### config.mk
export PLATFORM = sky130hd
export DESIGN_NAME = fir_decim
export DESIGN_NICKNAME = d
export VERILOG_FILES = /design/src/rtl/fir_decim.sv
export SDC_FILE = /design/constraint.sdc
export NUM_CORES = 2
export LEC_CHECK = 0
export ABC_AREA = 1
export ABC_CLOCK_PERIOD_IN_PS = 28700
export CAP_MARGIN = 20
export CELL_PAD_IN_SITES_DETAIL_PLACEMENT = 1
export CELL_PAD_IN_SITES_GLOBAL_PLACEMENT = 2
export CORE_MARGIN = 2
export CORE_UTILIZATION = 30
export DETAILED_ROUTE_END_ITERATION = 8
export PLACE_DENSITY_LB_ADDON = 0.1
export SYNTH_ARGS = -nofsm -noshare
export SYNTH_HDL_FRONTEND = slang
export SYNTH_SLANG_ARGS = --single-unit
### constraint.sdc
create_clock -name i_clk -period 28.7 [get_ports i_clk]
set_input_delay 5.74 -clock i_clk [delete_from_list [all_inputs] [get_ports i_clk]]
set_output_delay 5.74 -clock i_clk [all_outputs]
set_load 0.005 [all_outputs]
### src/rtl/fir_decim.sv
// 4-tap FIR filter with integer decimation.
// Each product is reduced to S(16,15) with saturation, the four taps are summed
// at full precision, and one output is registered on every DECIM-th accepted sample.
module fir_decim #(
   parameter int unsigned NB_INPUT  = 16,
   parameter int unsigned NB_OUTPUT = 18,
   parameter int unsigned DECIM     = 4
) (
   input  logic                        i_clk,
   input  logic                        i_rst_n,
   input  logic                        i_valid,
   input  logic signed [NB_INPUT-1:0]  i_data,
   input  logic                        i_coef_we,
   input  logic        [1:0]           i_coef_addr,
   input  logic signed [15:0]          i_coef_data,
   input  logic                        i_sat_clr,
   output logic signed [NB_OUTPUT-1:0] o_data,
   output logic                        o_valid,
   output logic                        o_sat
);

   localparam int unsigned NB_COEF  = 16;
   localparam int unsigned NB_TAP   = 16;
   localparam int unsigned NB_PROD  = NB_INPUT + NB_COEF;
   localparam int unsigned NTAPS    = 4;
   localparam int unsigned NB_PHASE = (DECIM > 2) ? $clog2(DECIM) : 1;

   localparam logic signed [NB_COEF-1:0] H_OUTER_RST = 16'sh04F0;
   localparam logic signed [NB_COEF-1:0] H_INNER_RST = 16'sh3B0F;
   localparam logic signed [NB_TAP-1:0]  TAP_MAX     = 16'sh7FFF;
   localparam logic signed [NB_TAP-1:0]  TAP_MIN     = 16'sh8000;
   localparam logic [NB_PHASE-1:0]       PHASE_LAST  = NB_PHASE'(DECIM - 1);

   logic signed [NB_COEF-1:0]   coef_q [NTAPS];
   logic signed [NB_COEF-1:0]   coef_d [NTAPS];
   logic signed [NB_INPUT-1:0]  dly_q  [NTAPS-1];
   logic signed [NB_INPUT-1:0]  dly_d  [NTAPS-1];
   logic        [NB_PHASE-1:0]  phase_q, phase_d;
   logic signed [NB_OUTPUT-1:0] data_q, data_d;
   logic                        valid_q, valid_d;
   logic                        sat_q, sat_d;

   logic signed [NB_INPUT-1:0]  x_c      [NTAPS];
   logic signed [NB_PROD-1:0]   prod_c   [NTAPS];
   logic signed [NB_TAP-1:0]    tap_c    [NTAPS];
   logic                        any_sat_c;
   logic signed [NB_OUTPUT-1:0] sum_c;
   logic                        fire_c;

   // Tap products, reduction to S(16,15) with saturation, and full-precision sum
   always_comb begin
      x_c[0]    = i_data;
      for (int k = 1; k < NTAPS; k++) begin
         x_c[k] = dly_q[k-1];
      end
      any_sat_c = 1'b0;
      sum_c     = '0;
      for (int k = 0; k < NTAPS; k++) begin
         prod_c[k] = NB_PROD'(coef_q[k]) * NB_PROD'(x_c[k]);
         if (prod_c[k][NB_PROD-1] != prod_c[k][NB_PROD-2]) begin
            tap_c[k]  = prod_c[k][NB_PROD-1] ? TAP_MIN : TAP_MAX;
            any_sat_c = 1'b1;
         end else begin
            tap_c[k]  = prod_c[k][NB_PROD-2 -: NB_TAP];
         end
         sum_c = sum_c + NB_OUTPUT'(tap_c[k]);
      end
   end

   // Next-state: delay line, phase, output capture, sticky saturation, coefficient writes
   always_comb begin
      coef_d  = coef_q;
      dly_d   = dly_q;
      phase_d = phase_q;
      data_d  = data_q;
      valid_d = 1'b0;
      sat_d   = sat_q & ~i_sat_clr;
      fire_c  = i_valid && (phase_q == PHASE_LAST);

      if (i_valid) begin
         dly_d[0] = i_data;
         for (int k = 1; k < NTAPS - 1; k++) begin
            dly_d[k] = dly_q[k-1];
         end
         phase_d = fire_c ? '0 : phase_q + NB_PHASE'(1);
      end

      // Output uses the pre-shift delay line; saturation on this sample wins over clear
      if (fire_c) begin
         data_d  = sum_c;
         valid_d = 1'b1;
         if (any_sat_c) begin
            sat_d = 1'b1;
         end
      end

      // Written coefficient takes effect from the following edge
      if (i_coef_we) begin
         coef_d[i_coef_addr] = i_coef_data;
      end
   end

   // State registers with asynchronous reset to the default symmetric filter
   always_ff @(posedge i_clk or negedge i_rst_n) begin
      if (!i_rst_n) begin
         coef_q[0] <= H_OUTER_RST;
         coef_q[1] <= H_INNER_RST;
         coef_q[2] <= H_INNER_RST;
         coef_q[3] <= H_OUTER_RST;
         for (int k = 0; k < NTAPS - 1; k++) begin
            dly_q[k] <= '0;
         end
         phase_q <= '0;
         data_q  <= '0;
         valid_q <= 1'b0;
         sat_q   <= 1'b0;
      end else begin
         coef_q  <= coef_d;
         dly_q   <= dly_d;
         phase_q <= phase_d;
         data_q  <= data_d;
         valid_q <= valid_d;
         sat_q   <= sat_d;
      end
   end

   assign o_data  = data_q;
   assign o_valid = valid_q;
   assign o_sat   = sat_q;

endmodule

==> results.toml <==
[run_status]
status = "complete, no violations"

[detailed_routing]
ant_nets = 0
drt_pre_antenna_iters = 5
wl_met1_um = 84600
wl_met2_um = 84600
via_per_inst = 4.54
wl_per_cell_um = 20.4
routed.top_layer = "met4"
route.detailed.drc = 0
met3WireLength_um = 5250
via_count = 39300
routed_wl_um = 176000
drt_iter0_drc = 1802

[worst_setup_path]
crit_family = "adder cells"
critical_path_arrival_ps = 15770
critPathMaxFanout = 18
critPathBufInv = 8
crit_required_ps = 29070
start_kind = "primary input"
slowest_stage = "clkdlybuf4s50_1"
path_class = "in2reg"
critPathMaxStageDelay_ps = 900
path_common_cell = "nand2_1"
endpoint_kind = "flip-flop"

[sta]
period_minus_slack_ps = 15390
hold_viol = 0
hold_ws_ps = 487
maxClockFrequency_ghz = 0.0650
totalNegativeSetupSlack_ps = 0
drv_slew = 0
max_slew.worst_pin.slew_ps = 1110
finClkSkew_ps = 32.8
fin_crit_sh_pct = 53.6
setup_viol = 0
rsz0062_at_grt = "no"
worst_slew_margin_rel_pct = 26.1

[clock_tree]
cts_tree = "done"
cts_resized = 0
clock_latency_ps = 500
cts_hold_buf = 0
cts-root-buf = "clkbuf_16"
clock-sinks = 134
clockBufferDepth = 2
clkTransAtPathRegs_ps = 70
cts_made_buffers = 17
post_cts_buffers = 0
htreeDepth = 4

[placement]
hpwl_um = 147000
io_buffers = 58
globalplace.congestion = 0.875
placed_cell_area_um2 = 52400

[global_routing]
overflow = 0
grt_max_degree = 54
grt_pass1_wl_um = 277000
grt_pass1_vias = 44400
antenna_found_initial = 20
grt_use_total_pct = 21.7

[synth]
synth_nets = 8029
async_reset_ff_share_pct = 100
avgSynthCellArea_um2 = 7.55
synth_area_um2 = 49600
ys.flop_type = "dfrtp_1"
synth_warnings = 0
ys_types = 45
syn_inst = 6571
synth-edff-count = 0
ys_seq_area_share_pct = 6.83
synth-seq-cells = 134

[die]
die_x_um = 411
start_util_pct = 30.2
die-area_um2 = 169000
io_pins = 59
core_area_um2 = 165000
fp-row-count = 149
die_h_um = 411

[worst_hold_path]
hold_path_class = "reg2reg"

[cells_and_area]
drive_gt1_share_pct = 3.61
area_delta_synth_final_pct = 6.75
final_area_um2 = 53000
nets = 7891

[job]
cap_violations = 0
==> cell usage after synthesis, types with 22 or more instances <==
master    instances  share of area [%]
or2_2            31               0.39
nand3_1         141                1.4
nor2_1          288                2.2
nand2_2          30               0.38
clkbuf_1        259                2.0
nor3_1           31               0.31
fa_1           1077                 43
dfrtp_1         106                5.3
o21ai_0         174                1.8
ha_1            342                8.6
a21oi_1         172                1.7
inv_1          1969                 15
nand2_1        1726                 13
o21bai_1         22               0.33
dfstp_2          28                1.5
==> per-stage QoR <==
step / util, % / cells / setup slack, ps
finish: 32.2 / 8641 / 13310
global placement: 31.8 / 8603 / 13000
CTS: 32.2 / 8635 / 13270
global route: 32.2 / 8635 / 12630
floorplan: - / 6571 / 14670
detailed placement: 31.8 / 8603 / 12810
==> worst register-to-register path, delay by kind of cell, from the launching register on <==
family	cells	cell delay, ps
adder cells (fa/ha/maj)	11	6040
AO/OA/AOI/OAI	3	1080
flip-flops	1	960
AND/OR/NAND/NOR	13	2060
buffers and inverters	7	1120
==> final timing paths <==
kind,startpoint,to,slack [ps],depth (start not counted)
max,i_data[7],o_data[16]$_DFFE_PN0P_,13310,39
min reg2reg,phase_q[0]$_DFFE_PN0P_,phase_q[0]$_DFFE_PN0P_,490,1
min in group asynchronous,i_rst_n,o_data[0]$_DFFE_PN0P_,5130,1
min,phase_q[0]$_DFFE_PN0P_,phase_q[0]$_DFFE_PN0P_,490,1
max reg2reg,dly_q[17]$_DFFE_PN0P_,o_data[12]$_DFFE_PN0P_,17380,34
max in group asynchronous,i_rst_n,coef_q[49]$_DFFE_PN0P_,21660,3
==> registers in the layout (all words and copies together) (netlist names) <==
name     flops
coef_q      64
dly_q       48
o_data      18
o_sat        1
o_valid      1
phase_q      2
==> final cells by class <==
cell class	instances	area (um2)
Clock inverter	14	191
Antenna cell	6	15.0
Multi-Input combinational cell	4184	37700
Tap cell	2189	2740
Clock buffer	18	429
Timing Repair Buffer	126	1090
Sequential cell	134	3390
Fill cell	20100	112000
Inverter	1970	7390
==> cells in the final DEF (no fill, tap or decap), types with 31 or more instances in the layout <==
cell             count
nor2_1             288
o21ai_0            174
inv_1             1969
clkdlybuf4s50_1     56
buf_4               69
nand2_1           1726
ha_1               342
nor3_1              31
or2_2               31
fa_1              1077
dfrtp_1            106
a21oi_1            172
nand3_1            141
==> metal layers <==
layer	GRT usage [%]	vias to the layer above
li1	-	18300
met1	31.0	20400
met2	37.1	459
met3	1.69	86
met4	2.21	0
met5	0	-
==> logic make-up (layout without fill, tap and decap cells) <==
logic type	count (synthesis)	in the layout	synth area share [%]
adder cells (fa/ha/maj)	1419	1419	52.1
XOR/XNOR	17	17	0.300
other	0	6	0
multiplexers	16	16	0.363
flip-flops	134	134	6.83
buffers and inverters	2253	2128	17.1
AO/OA/AOI/OAI	432	432	4.80
AND/OR/NAND/NOR	2300	2300	18.5
Power is not shown: default switching activity piles up to over one toggle a cycle in this logic, so the estimate is an artifact.
